`src/rtl/param_fifo_pkg.sv`:
```
// Shared helpers and default thresholds for param_fifo.
// Pointer and count widths are derived here so the top and the RAM agree.
package param_fifo_pkg;

  // Default almost-empty threshold, in entries.
  localparam int unsigned DEF_AE_LEVEL = 1;

  // Default almost-full threshold sits this many entries below full.
  localparam int unsigned DEF_AF_MARGIN = 1;

  // Address width for a RAM of 'depth' entries (at least one bit).
  function automatic int unsigned ptr_width(input int unsigned depth);
    return (depth < 2) ? 1 : $clog2(depth);
  endfunction

  // Occupancy counter width: must hold 0..depth inclusive.
  function automatic int unsigned cnt_width(input int unsigned depth);
    return $clog2(depth + 1);
  endfunction

endpackage

```
`src/rtl/param_fifo_ram.sv`:
```
// fifo_ram: DATA_WIDTH x DEPTH storage, one synchronous write port and one
// asynchronous (combinational) read port.
module fifo_ram #(
  parameter int unsigned DATA_WIDTH = 32,
  parameter int unsigned DEPTH      = 4,
  parameter int unsigned ADDR_W     = 2
) (
  input  logic                  clk,
  input  logic                  we,
  input  logic [ADDR_W-1:0]     wr_addr,
  input  logic [DATA_WIDTH-1:0] wr_data,
  input  logic [ADDR_W-1:0]     rd_addr,
  output logic [DATA_WIDTH-1:0] rd_data
);

  logic [DATA_WIDTH-1:0] mem [DEPTH];

  // Write the addressed entry on an enabled clock edge.
  // NOTE: storage has no reset; occupancy is tracked by the pointers and
  // count, so stale words are never presented and RAM maps to plain memory.
  always_ff @(posedge clk) begin
    if (we) begin
      mem[wr_addr] <= wr_data;
    end
  end

  // Zero-latency read of the entry at the read pointer.
  assign rd_data = mem[rd_addr];

endmodule

```
`src/rtl/param_fifo.sv`:
```
// param_fifo: parameterised FIFO with same-cycle bypass, full-FIFO
// push-while-pop, synchronous flush and optional watermark flags.
// Optional feature macro: PARAM_FIFO_WATERMARK_EN (almost_full_o /
// almost_empty_o driven from the registered count; tied to 0 otherwise).
module param_fifo
  import param_fifo_pkg::*;
#(
  parameter int unsigned DATA_WIDTH = 32,
  parameter int unsigned FIFO_DEPTH = 4,
  parameter int unsigned AF_LEVEL   = FIFO_DEPTH - DEF_AF_MARGIN,
  parameter int unsigned AE_LEVEL   = DEF_AE_LEVEL
) (
  input  logic                             clk,
  input  logic                             rst_n,
  input  logic [DATA_WIDTH-1:0]            push_data_i,
  input  logic                             push_valid_i,
  output logic                             push_grant_o,
  input  logic                             pop_grant_i,
  output logic [DATA_WIDTH-1:0]            pop_data_o,
  output logic                             pop_valid_o,
  input  logic                             flush_i,
  output logic [cnt_width(FIFO_DEPTH)-1:0] count_o,
  output logic                             almost_full_o,
  output logic                             almost_empty_o
);

  localparam int unsigned PTR_W = ptr_width(FIFO_DEPTH);
  localparam int unsigned CNT_W = cnt_width(FIFO_DEPTH);
  localparam logic [PTR_W-1:0] LAST_PTR  = PTR_W'(FIFO_DEPTH - 1);
  localparam logic [CNT_W-1:0] DEPTH_CNT = CNT_W'(FIFO_DEPTH);

  if (FIFO_DEPTH < 2) begin : g_depth_check
    $error("param_fifo: FIFO_DEPTH must be at least 2");
  end

  logic [PTR_W-1:0]      wr_ptr;
  logic [PTR_W-1:0]      rd_ptr;
  logic [CNT_W-1:0]      count;
  logic [DATA_WIDTH-1:0] ram_rd_data;

  logic empty;
  logic full;
  logic push_grant;
  logic pop_valid;
  logic bypass;
  logic push_xfer;
  logic pop_xfer;
  logic bypass_pop;
  logic ram_we;

  // Handshake decode. Outputs are forced idle while rst_n is low so the
  // reset values appear immediately, not at the next edge.
  assign empty      = (count == '0);
  assign full       = (count == DEPTH_CNT);
  assign push_grant = rst_n && !flush_i && (!full || pop_grant_i);
  assign pop_valid  = rst_n && !flush_i && (!empty || push_valid_i);
  assign bypass     = empty && push_valid_i;
  assign push_xfer  = push_valid_i && push_grant;
  assign pop_xfer   = pop_valid && pop_grant_i;
  // A word that arrives and leaves in the same cycle never touches the RAM.
  assign bypass_pop = bypass && pop_xfer;
  assign ram_we     = push_xfer && !bypass_pop && !flush_i;

  assign push_grant_o = push_grant;
  assign pop_valid_o  = pop_valid;
  assign count_o      = count;

  fifo_ram #(
    .DATA_WIDTH (DATA_WIDTH),
    .DEPTH      (FIFO_DEPTH),
    .ADDR_W     (PTR_W)
  ) u_fifo_ram (
    .clk     (clk),
    .we      (ram_we),
    .wr_addr (wr_ptr),
    .wr_data (push_data_i),
    .rd_addr (rd_ptr),
    .rd_data (ram_rd_data)
  );

  // Read-data mux: zero when idle, bypass word when empty, else RAM head.
  // NOTE: every branch assigns pop_data_o after a default, so no latch forms.
  always_comb begin
    pop_data_o = '0;
    if (pop_valid) begin
      pop_data_o = bypass ? push_data_i : ram_rd_data;
    end
  end

  // Pointer and occupancy state; flush and reset both return to empty.
  // NOTE: state registers use non-blocking assignments so every flop samples
  // the pre-edge values of its neighbours.
  always_ff @(posedge clk or negedge rst_n) begin
    if (!rst_n) begin
      wr_ptr <= '0;
      rd_ptr <= '0;
      count  <= '0;
    end else if (flush_i) begin
      wr_ptr <= '0;
      rd_ptr <= '0;
      count  <= '0;
    end else begin
      if (push_xfer) begin
        wr_ptr <= (wr_ptr == LAST_PTR) ? '0 : wr_ptr + PTR_W'(1);
      end
      if (pop_xfer) begin
        rd_ptr <= (rd_ptr == LAST_PTR) ? '0 : rd_ptr + PTR_W'(1);
      end
      case ({push_xfer, pop_xfer})
        2'b10:   count <= count + CNT_W'(1);
        2'b01:   count <= count - CNT_W'(1);
        default: count <= count;
      endcase
    end
  end

`ifdef PARAM_FIFO_WATERMARK_EN
  if (AF_LEVEL > FIFO_DEPTH || AE_LEVEL > FIFO_DEPTH) begin : g_level_check
    $error("param_fifo: watermark levels must not exceed FIFO_DEPTH");
  end

  // Watermarks compare the registered count; reset forces 0 / 1.
  assign almost_full_o  = rst_n && (32'(count) >= AF_LEVEL);
  assign almost_empty_o = !rst_n || (32'(count) <= AE_LEVEL);
`else
  if (AF_LEVEL > FIFO_DEPTH || AE_LEVEL > FIFO_DEPTH) begin : g_level_check
    $warning("param_fifo: watermark levels out of range (flags disabled)");
  end

  // Watermarks disabled: ports kept, tied low.
  assign almost_full_o  = 1'b0;
  assign almost_empty_o = 1'b0;
`endif

endmodule

```
`config.mk`:
```
export PLATFORM = sky130hd
export DESIGN_NAME = param_fifo
export DESIGN_NICKNAME = d
export VERILOG_FILES = /design/src/rtl/param_fifo_pkg.sv /design/src/rtl/param_fifo_ram.sv /design/src/rtl/param_fifo.sv
export SDC_FILE = /design/constraint.sdc
export NUM_CORES = 1
export LEC_CHECK = 0
export CORE_ASPECT_RATIO = 1.5
export CORE_MARGIN = 10
export CORE_UTILIZATION = 36
export DETAILED_ROUTE_END_ITERATION = 7
export PLACE_DENSITY = 0.54
export SETUP_SLACK_MARGIN = 0.02
export SYNTH_ARGS = -nofsm -noshare
export SYNTH_HDL_FRONTEND = slang
export SYNTH_HIERARCHICAL = 1
export SYNTH_SLANG_ARGS = --single-unit
```
`constraint.sdc`:
```
create_clock -name clk -period 7.2 [get_ports clk]
set_clock_uncertainty 0.1 [all_clocks]
set_input_delay 1.44 -clock clk [delete_from_list [all_inputs] [get_ports clk]]
set_output_delay 1.44 -clock clk [all_outputs]
set_load 0.05 [all_outputs]
```
Word level (Yosys, flattened, before mapping)
Memory sizes are Yosys's and may differ from the RTL's.
Index checks and enable logic that the tools add are counted.
{"block": "word_totals", "n_memories": 1, "register_bits": 7, "word_cells": 44, "output_inout_bits": 39, "ramBits": 128}
{"block": "classes", "n_eq_ne": 5, "addsub": 4, "n_reduce_logical": 19, "muxes": 12}
{"name": "u_fifo_ram.mem", "words": 4, "width": 32, "rd": 1, "rd_ports_with_merged_regs": 0, "write_ports": 1, "line_no": "param_fifo_ram.sv:16", "source": "logic [DATA_WIDTH-1:0] mem [DEPTH];"}
{"cell": "two-way mux 32 bit", "n": 2}
{"cell": "two-way mux 2 bit", "n": 6}
{"cell": "logical AND 1 bit", "n": 9}
{"cell": "== test 2 bit, second input constant", "n": 3}
{"cell": "one-hot mux 3 bit (2 select lines)", "n": 1}
{"cell": "adder 2 x 1 -> 2 bit, second input constant", "n": 2}
{"cell": "zero test 1 bit", "n": 4}
{"cell": "nonzero test 2 bit", "n": 2}
{"cell": "adder 3 x 1 -> 3 bit, second input constant", "n": 1}
{"cell": "== test 3 bit, second input constant", "n": 1}
{"cell": "zero test 3 bit", "n": 1}
{"cell": "two-way mux 3 bit", "n": 1}
{"cell": "nonzero test 3 bit", "n": 1}
{"cell": "subtractor 3 x 1 -> 3 bit, second input constant", "n": 1}
{"cell": "== test 2 x 1 -> 1 bit, second input constant", "n": 1}
{"cell": "logical OR 1 bit", "n": 2}
{"cell": "two-way mux 1 bit", "n": 2}

Depth between registers and ports, before layout
Gate-level depths: netlist of the first run.
{"block": "logic_depth", "depth_word": 11, "mapped_depth": 8}

Modules after synthesis
Netlist of the first run, hierarchy kept.
{"module": "fifo_ram", "area_per_inst_um2": 4689.5, "seq_area_each_um2": 3843.7, "cells_each": 171, "instances": 1}
{"module": "param_fifo", "area_per_inst_um2": 1041.0, "seq_area_each_um2": 175.2, "cells_each": 169, "instances": 1}

Least setup slack after synthesis of the first run
Ideal clock, no wire load.
{"block": "synth_path", "kind": "input port to flip-flop", "start": "input port flush_i", "end": "memory u_fifo_ram.mem[0][0], enable pin", "n_path_buf": 1, "t_required_ns": 6.632, "setup_time_ns": 0.468, "path_slack_ns": 1.493, "arrival_ns": 5.139, "stages": 5, "path_cell_list": "nand2b_1 clkbuf_1 nor2_1 and3_1 nor3b_1"}
{"block": "synth_between", "word_cells_on_any_way": 12, "classes_between": "mux: 2; reduce/logical: 10"}
{"item": "start, declared", "line_no": "param_fifo.sv:21", "source": "input logic flush_i,"}
{"item": "zero test 1 bit", "line_no": "param_fifo.sv:55", "source": "assign push_grant = rst_n && !flush_i && (!full || pop_grant_i);"}
{"item": "logical AND 1 bit (2 in a row)", "line_no": "param_fifo.sv:55"}
{"item": "net push_grant_o", "line_no": "param_fifo.sv:17", "source": "output logic push_grant_o,"}
{"item": "logical AND 1 bit", "line_no": "param_fifo.sv:58", "source": "assign push_xfer = push_valid_i && push_grant;"}
{"item": "logical AND 1 bit (2 in a row)", "line_no": "param_fifo.sv:62", "source": "assign ram_we = push_xfer && !bypass_pop && !flush_i;"}
{"item": "net ram_we", "line_no": "param_fifo.sv:49", "source": "logic ram_we;"}
{"item": "two-way mux 1 bit", "line_no": "param_fifo_ram.sv:22", "source": "if (we) begin"}
{"item": "two-way mux 1 bit (implied by the code)", "line_no": "param_fifo_ram.sv:23", "source": "mem[wr_addr] <= wr_data;"}
{"item": "end, declared", "line_no": "param_fifo_ram.sv:16"}
The timed path passes the listed nets, and every way through them passes these cells.

Worst setup path after layout of the first run
{"block": "layout_path", "start": "input port rst_n", "end": "output port pop_data_o[7]"}
{"block": "layout_between", "elab_chain_cells": 3}
{"item": "start, declared", "line_no": "param_fifo.sv:14", "source": "input logic rst_n,"}
{"item": "logical AND 1 bit (2 in a row)", "line_no": "param_fifo.sv:56", "source": "assign pop_valid = rst_n && !flush_i && (!empty || push_valid_i);"}
{"item": "two-way mux 32 bit", "line_no": "param_fifo.sv:85", "source": "if (pop_valid) begin"}
{"item": "end, declared", "line_no": "param_fifo.sv:19", "source": "output logic [DATA_WIDTH-1:0] pop_data_o,"}
No other way between the ends.

==> results of run 1 <==
==> cells by family (layout without fill, tap and decap cells) <==
logic type	Yosys count	after routing	share of synthesized area, %
AO/OA/AOI/OAI	44	44	4.06
adder cells (fa/ha/maj)	2	2	0.568
buffers and inverters	27	110	3.17
flip-flops	135	135	70.1
multiplexers	34	34	13.1
other	1	2	0.0654
AND/OR/NAND/NOR	97	97	8.93
==> power by group through the flow <==
| stage | clock, uW | sequential (uW) | combinational, uW |
|---|---|---|---|
| 2_1_floorplan | 0 | 889 | 105 |
| 3_3_place_gp | 0 | 892 | 165 |
| 3_5_place_dp | 0 | 892 | 166 |
| 4_1_cts | 1010 | 876 | 167 |
| 5_1_grt | 1050 | 877 | 177 |
| 6_report | 992 | 875 | 164 |
==> metrics by stage <==
step                area, um2  util, %  std cells  power (uW)
global route             7260     46.5        627        2110
CTS                      7260     46.5        627        2050
finish                   7260     46.5        627        2030
global placement         6580     42.1        595        1060
detailed placement       6580     42.1        595        1060
floorplan                5730        -        341         994
==> how the worst max path moves through the flow <==
| stage | end | slack [ps] | cells after the start |
|---|---|---|---|
| 2_1_floorplan | u_fifo_ram/mem[0][0]$_DFFE_PP_ | 1490 | 5 |
| 3_3_place_gp | pop_data_o[22] | 1430 | 4 |
| 3_5_place_dp | pop_data_o[7] | 1380 | 4 |
| 4_1_cts | pop_data_o[7] | 1390 | 4 |
| 5_1_grt | pop_data_o[7] | 1230 | 4 |
| 6_report | pop_data_o[7] | 1410 | 4 |
==> per-layer routing <==
| layer | track usage (%) | part of all wire, % | vias to the layer above |
|---|---|---|---|
| met1 | 15.4 | 40 | 1691 |
| met3 | 3.96 | 5.6 | 6 |
| met2 | 21.7 | 54 | 99 |
| met5 | 0 | 0 | - |
| li1 | - | - | 1492 |
| met4 | 4.09 | 0.92 | 0 |
==> flip-flops by register name, summed over array words and instances, names as in the netlist <==
name / cells
rd_ptr: 2
wr_ptr: 2
u_fifo_ram/mem: 128
count_o: 3
==> layout make-up <==
type                    instances  area [um2]  area share [%]
clock inverters                14         254            3.50
multi-input cells             179        1550            21.3
repair buffers                 77         756            10.4
well taps                     203         254            3.50
flip-flops and latches        135        4020            55.4
inverters                       1        3.75          0.0517
clock buffers                  18         429            5.91
==> tightest hold or removal path, cell delays in order, from the launching register on <==
cell,delay (ps)
dfrtp_1,430
o21ai_0,100
a21oi_1,60
==> placed cells by master, fill, tap and decap left out, types with 2 or more instances in the layout <==
cell type,synthesis,layout
clkdlybuf4s50_1,0,72
nor2_1,4,4
clkbuf_16,0,17
nand2_1,35,35
nand3_1,33,33
conb_1,1,2
nand3b_1,4,4
bufinv_16,0,7
mux4_1,2,2
a21oi_1,36,36
clkinv_1,0,3
edfxtp_1,128,128
or3_1,3,3
nand2b_1,3,2
nor3b_2,1,2
clkinvlp_4,0,2
clkinv_4,0,2
o22ai_1,2,2
or3b_2,2,2
and3b_2,0,2
dfrtp_2,0,2
buf_4,2,4
o21ai_0,4,4
mux4_2,30,30
dfrtp_1,7,5
==> results.ini, run 1 <==
[power]
p_leak_uw = 0.00229
p_sw_uw = 419
vdd_drop_max_mv = 0.162
power.density_nw_per_um2 = 280
intPower_uw = 1610
power_frac_clock_pct = 48.8
seqPwrFrac_pct = 43.1
switching_share_pct = 20.6
pwr-share-comb_pct = 8.1

[hold_path]
worst_hold_path.num_cells = 2
min_from = wr_ptr[0]$_DFFE_PN0P_
hold_class = reg2reg
whs_endpoint = wr_ptr[0]$_DFFE_PN0P_

[die]
coreArea_um2 = 15600
die_x_um = 123
die_area_um2 = 21500
pin_count = 76
rows = 56
initial_core_util_pct = 36.7
die_h_um = 175

[setup_path]
crit_family = buffers and inverters
crit_type = in2out
ff2ff_path_depth = 8
startpoint = rst_n
crit_path_frequent_cell = clkdlybuf4s50_1
crit_fanout = 36
reg2reg_slack_ps = 4430
crit_slowest_cell = clkdlybuf4s50_1
reg2reg_to = count_o[2]$_DFFE_PN0P_
crit_chain = clkdlybuf4s50_1 > nand2b_2 > a21oi_1 > clkdlybuf4s50_1
cpPeakStageDelay_ps = 870
path_buf_inv = 2
worstPathRequired_ps = 5660
startpoint_type = input port
worst_ep_arrival_time_ps = 4250
rr_startpoint = count_o[0]$_DFFE_PN0P_
crit_path_end_kind = output pin

[cts]
cts-htree-levels = 4
clk_pin_slew_ps = 60
clockBufferDepth = 2
ctsResizeCount = 0
clock_latency_ps = 410
clock_tree.root_cell = clkbuf_16
cts_buffers = 17
ctsHoldBuffers = 0
cts_setup_buffers = 0
cts_tree = done
cts.sinks = 135

[global_routing]
grt_pass1_wl_mm = 20.9
grt_pass1_vias = 3576
grt_max_degree = 43
overflow = 0
antenna_found_initial = 0
grt.total_usage_pct = 12.9

[synthesis]
yosysMostFrequentCell = edfxtp_1
netlist_area_um2 = 5730
yosys_most_used_dff = edfxtp_1
netlist_top_cells_count = edfxtp_1 (128), a21oi_1 (36), nand2_1 (35)
yosysUniqueCellTypes = 39
synth_area_per_cell_um2 = 16.9
yosys_warnings = 6
synth_area_leaders = edfxtp_1 (67%), mux4_2 (12%), a21oi_1 (3.1%)
synth_top_cell_area_share_pct = 67.1
async_reset_ff_share_pct = 5.19
ys_seq_elements = 135
synth_largest_area_cell = edfxtp_1
synth_edf_count = 128
synth_seq_area_share_pct = 70.1
postSynthCellCount = 340

[sta]
timing.final.ws_setup_ps = 1410
rsz0062_at_grt = false
fin_tns_setup_ps = 0
min_period_ps = 5790
worst_slew_pin_slew_ps = 937
whs_ps = 535
final_max_slew_viol_count = 0
fin_crit_sh_pct = 80.5
setup_viol = 0
slew_headroom_pct = 37.5
finalHoldViolations = 0
fmax_ghz = 0.173

[detailed_routing]
totalWireLength_mm = 13.2
remaining_drc_errors = 0
drtIter0Drc = 208
routedWlPerCell_um = 21.1
num_vias = 3288
ant_nets = 0
drtPass1Iterations = 4
viasPerCell = 5.24

[placement]
hpwl_mm = 7.77
port_buffers = 73
dp_slack_ps = 1380
gp_congestion = 0.741

[finish]
nets = 450
drive_gt1_share_pct = 17.9
area_growth_pct = 26.7
n_fill_cell = 1319
diodes = 0

[run_status]
status = complete, no violations

[run]
drv_cap = 0

Power figures use the tool's default switching activity.
==> inputs of run 2 (changes only) <==
--- a/config.mk
+++ b/config.mk
@@ -9,7 +9,7 @@
 export CORE_MARGIN = 10
 export CORE_UTILIZATION = 36
 export DETAILED_ROUTE_END_ITERATION = 7
-export PLACE_DENSITY = 0.54
+export PLACE_DENSITY = 0.56
 export SETUP_SLACK_MARGIN = 0.02
 export SYNTH_ARGS = -nofsm -noshare
 export SYNTH_HDL_FRONTEND = slang
==> constraint.sdc (replaced) <==
create_clock -name clk -period 5.1 [get_ports clk]
set_clock_uncertainty 0.1 [all_clocks]
set_input_delay 1.02 -clock clk [delete_from_list [all_inputs] [get_ports clk]]
set_output_delay 1.02 -clock clk [all_outputs]
set_load 0.05 [all_outputs]
==> run 2 against run 1 <==
  * Core utilization decreased by 0.60 points
  * Routed wire length increased by 0.22%
  * Largest cell class unchanged
  * Sequential power up 42%
  * Critical path depth rose by 1
  * Highest routed layer unchanged
  * Register-to-register slack lost 2500 ps
  * Non-clock buffer count increased by 4
  * Final area fell by 1.3%
  * Sequential cell count did not move
  * Sequential share of layout area increased by 0.72 points
  * Count of clock-buffer cells in the layout fell by 1
  * Largest power group is now sequential cells
  * Worst setup slack worse by 620 ps
==> results.ini, run 2 (same netlist as run 1, synthesis figures left out) <==
[run_status]
status = complete, no violations

[global_routing]
grt_pass1_wl_mm = 21.0
grt_pass1_vias = 3570
overflow = 0
grt.total_usage_pct = 12.9
antenna_found_initial = 0
grt_max_degree = 43

[setup_path]
worst_ep_arrival_time_ps = 3190
crit_type = reg2out
startpoint_type = flip-flop
crit_path_end_kind = output pin
crit_fanout = 18
worstPathRequired_ps = 3980

[power]
p_sw_uw = 612
switching_share_pct = 23.6
vdd_drop_max_mv = 0.188
power.density_nw_per_um2 = 362
p_leak_uw = 0.00226
intPower_uw = 1990
pwr-share-comb_pct = 8.9
power_frac_clock_pct = 43.5
seqPwrFrac_pct = 47.6

[detailed_routing]
ant_nets = 0
num_vias = 3328
routedWlPerCell_um = 21.0
viasPerCell = 5.27
drtPass1Iterations = 4
remaining_drc_errors = 0
drtIter0Drc = 211
totalWireLength_mm = 13.2

[cts]
cts.sinks = 135
clock_latency_ps = 400
cts_setup_buffers = 0
cts_tree = done
clock_tree.root_cell = clkbuf_16
ctsHoldBuffers = 0
clockBufferDepth = 2
cts-htree-levels = 4
cts_buffers = 17
clk_pin_slew_ps = 60
ctsResizeCount = 0

[sta]
final_max_slew_viol_count = 0
finalHoldViolations = 0
fmax_ghz = 0.232
setup_viol = 0
fin_tns_setup_ps = 0
fin_crit_sh_pct = 84.6
rsz0062_at_grt = false
whs_ps = 560
worst_slew_pin_slew_ps = 955
min_period_ps = 4310
slew_headroom_pct = 36.3

[finish]
top_register = u_fifo_ram/mem
drive_gt1_share_pct = 19.6
final_cell_mix = edfxtp_1 (128), clkdlybuf4s50_1 (71), a21oi_1 (36), nand2_1 (35), nand3_1 (33)
design_area_um2 = 7170
diodes = 0
largest_reg_flops = 128
post-route-util_pct = 45.9
instances_no_fill = 631
n_fill_cell = 1371
area_growth_pct = 25.1
final_common_cell = edfxtp_1
nets = 454

[die]
pin_count = 76
initial_core_util_pct = 36.7
die_x_um = 123
die_area_um2 = 21500
coreArea_um2 = 15600
rows = 56
die_h_um = 175

[run]
drv_cap = 0

[placement]
hpwl_mm = 7.99
port_buffers = 73
gp_congestion = 0.752
placed_cell_area_um2 = 6610
place_inst = 599

[hold_path]
hold_class = reg2reg

run 2: power groups by stage:
stage | clock [uW] | sequential, uW | combinational (uW)
CTS | 1150 | 1240 | 236
global placement | 0 | 1260 | 232
global route | 1200 | 1240 | 250
floorplan | 0 | 1260 | 148
detailed placement | 0 | 1260 | 235
finish | 1130 | 1240 | 232
run 2: critical path, stage by stage, from the launching register on:
cell	delay, ps
dfrtp_1	590
or3_1	690
buf_4	390
nand2_1	140
a21oi_1	140
clkdlybuf4s50_1	820
run 2: layout make-up:
| type | instances | area, um2 | share of cell area [%] |
|---|---|---|---|
| Clock inverter | 15 | 130 | 1.82 |
| Inverter | 1 | 3.75 | 0.0524 |
| Clock buffer | 17 | 425 | 5.93 |
| Sequential cell | 135 | 4020 | 56.1 |
| Tap cell | 203 | 254 | 3.54 |
| Multi-Input combinational cell | 179 | 1550 | 21.6 |
| Timing Repair Buffer | 81 | 783 | 10.9 |
run 2: path summary, 6_finish.rpt:
kind | from | cells after the start | to | slack (ps)
max | count_o[0]$_DFFE_PN0P_ | 5 | pop_data_o[20] | 790
max in group asynchronous | rst_n | 2 | rd_ptr[0]$_DFFE_PN0P_ | 3910
min reg2reg | wr_ptr[0]$_DFFE_PN0P_ | 2 | wr_ptr[0]$_DFFE_PN0P_ | 560
max reg2reg | count_o[0]$_DFFE_PN0P_ | 8 | count_o[2]$_DFFE_PN0P_ | 1890
min | wr_ptr[0]$_DFFE_PN0P_ | 2 | wr_ptr[0]$_DFFE_PN0P_ | 560
min in group asynchronous | rst_n | 2 | count_o[0]$_DFFE_PN0P_ | 820
run 2: routing by layer:
metal | vias up | global-route usage [%] | part of all wire, %
met5 | - | 0 | 0
met4 | 0 | 4.14 | 0.76
met3 | 7 | 3.31 | 5.5
met2 | 86 | 21.9 | 53
met1 | 1733 | 15.5 | 40
li1 | 1502 | - | -
run 2: stage by stage:
step                worst slack, ps  total power [uW]
global placement                840              1490
finish                          787              2600
CTS                             701              2630
floorplan                       952              1400
detailed placement              805              1500
global route                    583              2690
==> edit: new RTL, flow settings as in run 2 <==
Make the reset (`rst_n`) synchronous in one clocked block. Comments in the files are not updated.
--- a/src/rtl/param_fifo.sv
+++ b/src/rtl/param_fifo.sv
@@ -90,7 +90,7 @@
   // Pointer and occupancy state; flush and reset both return to empty.
   // NOTE: state registers use non-blocking assignments so every flop samples
   // the pre-edge values of its neighbours.
-  always_ff @(posedge clk or negedge rst_n) begin
+  always_ff @(posedge clk) begin
     if (!rst_n) begin
       wr_ptr <= '0;
       rd_ptr <= '0;
Formal check against the unedited RTL: differs if rst_n is asserted again (counterexample within 4 cycles, from zero or initial values and one cycle with rst_n low); with rst_n held inactive, the same outputs for 4 cycles.
==> edit against run 2 <==
- routed wire length shrank 1.3%
- area after synthesis is essentially flat
- sequential cell count is the same
- cell area shrank 0.49%
- non-clock buffer count grew 2
- critical endpoint is now pop_data_o[21]
- largest power group unchanged
- worst setup slack gained 53 ps
- power grew 0.49%
==> edit: results (changes against run 2) <==
* Global-route wire length before repair at 20100 um (was 21000 um)
* R2R Setup Slk at 2190 ps (was 1890 ps)
* Arrival time at the worst endpoint at 3140 ps (was 3190 ps)
* Initial antenna violation count at 1 (was 0)
* Fraction of area in multi-input gates at 22.0% (was 21.6%)
* Top post-synthesis cells by count: 128 x edfxtp_1, 36 x nor2_1, 33 x nor3b_1 (was 128 x edfxtp_1, 36 x a21oi_1, 35 x nand2_1)
* Sequential cell area share at 55.9% (was 56.1%)
* Maximum number of pins on one net before global-route repair at 38 (was 43)
* Hold slack at 438 ps (was 560 ps)
* Vias in the first global route at 3539 (was 3570)
* Worst Setup EP: pop_data_o[21] (was pop_data_o[20])
* Drt wl/cell at 20.8 um (was 21.0 um)
* Cell variety after synth at 36 (was 39)
* Drt initial violations at 197 (was 211)
* Total track usage at 12.4% (was 12.9%)
* Fraction of layout instances using a drive strength above 1 at 27.4% (was 19.6%)
* Sequential share of the synthesized area at 69.6% (was 70.1%)
* Hold EP: wr_ptr[1] (was wr_ptr[0])
* FILL cells at 1362 (was 1371)
* Post-synthesis cell count at 332 (was 340)
* Static leakage at 0.00236 uW (was 0.00226 uW)
* Non-clock buffer share at 10.1% (was 10.9%)
* Hold Path Origin: wr_ptr[1] (was wr_ptr[0])
* Peak supply drop at 186 uV (was 188 uV)
* Final GP Congestion at 0.738 (was 0.752)
* Synthesis Warnings at 6 (unchanged)
* Sequential cell count at 135 (unchanged)
* Top cells by area, synth: edfxtp_1 67%, mux4_2 12%, nor3b_1 4.3%, nor3_1 2.8%, dfxtp_1 2.4% (was edfxtp_1 67%, mux4_2 12%, a21oi_1 3.1%, dfrtp_1 3.1%, nand3_1 2.9%)
* Worst Setup SP: rst_n (was count_o[0])
* Vias/cell at 5.19 (was 5.27)
* R2R Path Start: count_o[0] (unchanged)
* Number of non-clock buffers at 83 (was 81)
* Max Fanout on Critical Path at 12 (was 18)
* RR Endpoint: count_o[2] (unchanged)
* Vias after detailed routing at 3260 (was 3328)
* Multi-input gates at 169 (was 179)
* Clock buf/inv share at 8.12% (was 7.75%)
* Critical Path Slowest Stage Cell: nor2b_1 (was clkdlybuf4s50_1)
* Placed insts at 595 (was 599)
* Rel. slew slack at 36.1% (was 36.3%)
* Post-layout nets at 452 (was 454)
* Placed wire-length estimate at 8220 um (was 7990 um)
* Status: finished clean (unchanged)
## edit: cell types whose count changed after synthesis, moves of 3 or more
| cell | delta |
|---|---|
| a21oi_1 | -32 |
| nand2_1 | -32 |
| nor2_1 | +32 |
| nor3b_1 | +32 |
| nand3_1 | -31 |
| nor3_1 | +31 |
| dfrtp_1 | -7 |
| dfxtp_1 | +7 |
| buf_2 | -6 |
| inv_1 | +4 |
| nand3b_1 | -4 |
| buf_4 | +3 |
## edit: kinds of logic (layout without fill, tap and decap cells)
kind of cell / count (synthesis) / count (layout) / synth area share [%]
multiplexers: 33 / 33 / 12.9
AND/OR/NAND/NOR: 117 / 117 / 11.4
other: 1 / 3 / 0.0655
flip-flops: 135 / 135 / 69.6
AO/OA/AOI/OAI: 11 / 11 / 1.42
adder cells (fa/ha/maj): 4 / 4 / 1.01
XOR/XNOR: 2 / 2 / 0.306
buffers and inverters: 29 / 120 / 3.36
## edit: power by group
| part | switching (uW) | total, uW | internal (uW) |
|---|---|---|---|
| registers | 7.85 | 1230 | 1230 |
| logic | 123 | 202 | 79.5 |
| clock network | 457 | 1180 | 719 |
## edit: stage by stage
step           power, uW  setup slack, ps  cell area, um^2  utilization [%]
2_1_floorplan       1380              289             5730                -
3_3_place_gp        1460              888             6550             41.9
3_5_place_dp        1460              839             6550             41.9
4_1_cts             2640              827             7130             45.6
5_1_grt             2700              740             7130             45.6
6_report            2610              840             7130             45.7
## edit: layer usage
metal	up-vias	GRT usage, %	share of wire [%]
met3	4	3.76	4.6
met2	63	21.2	53
li1	1470	-	-
met4	0	4.28	0.75
met1	1723	14.4	41
met5	-	0	0
## edit: worst max-delay path: cells and delay by family
kind            cells  cell delay (ps)
buf+inv             3             1010
simple gates        2              850
compound gates      1              250
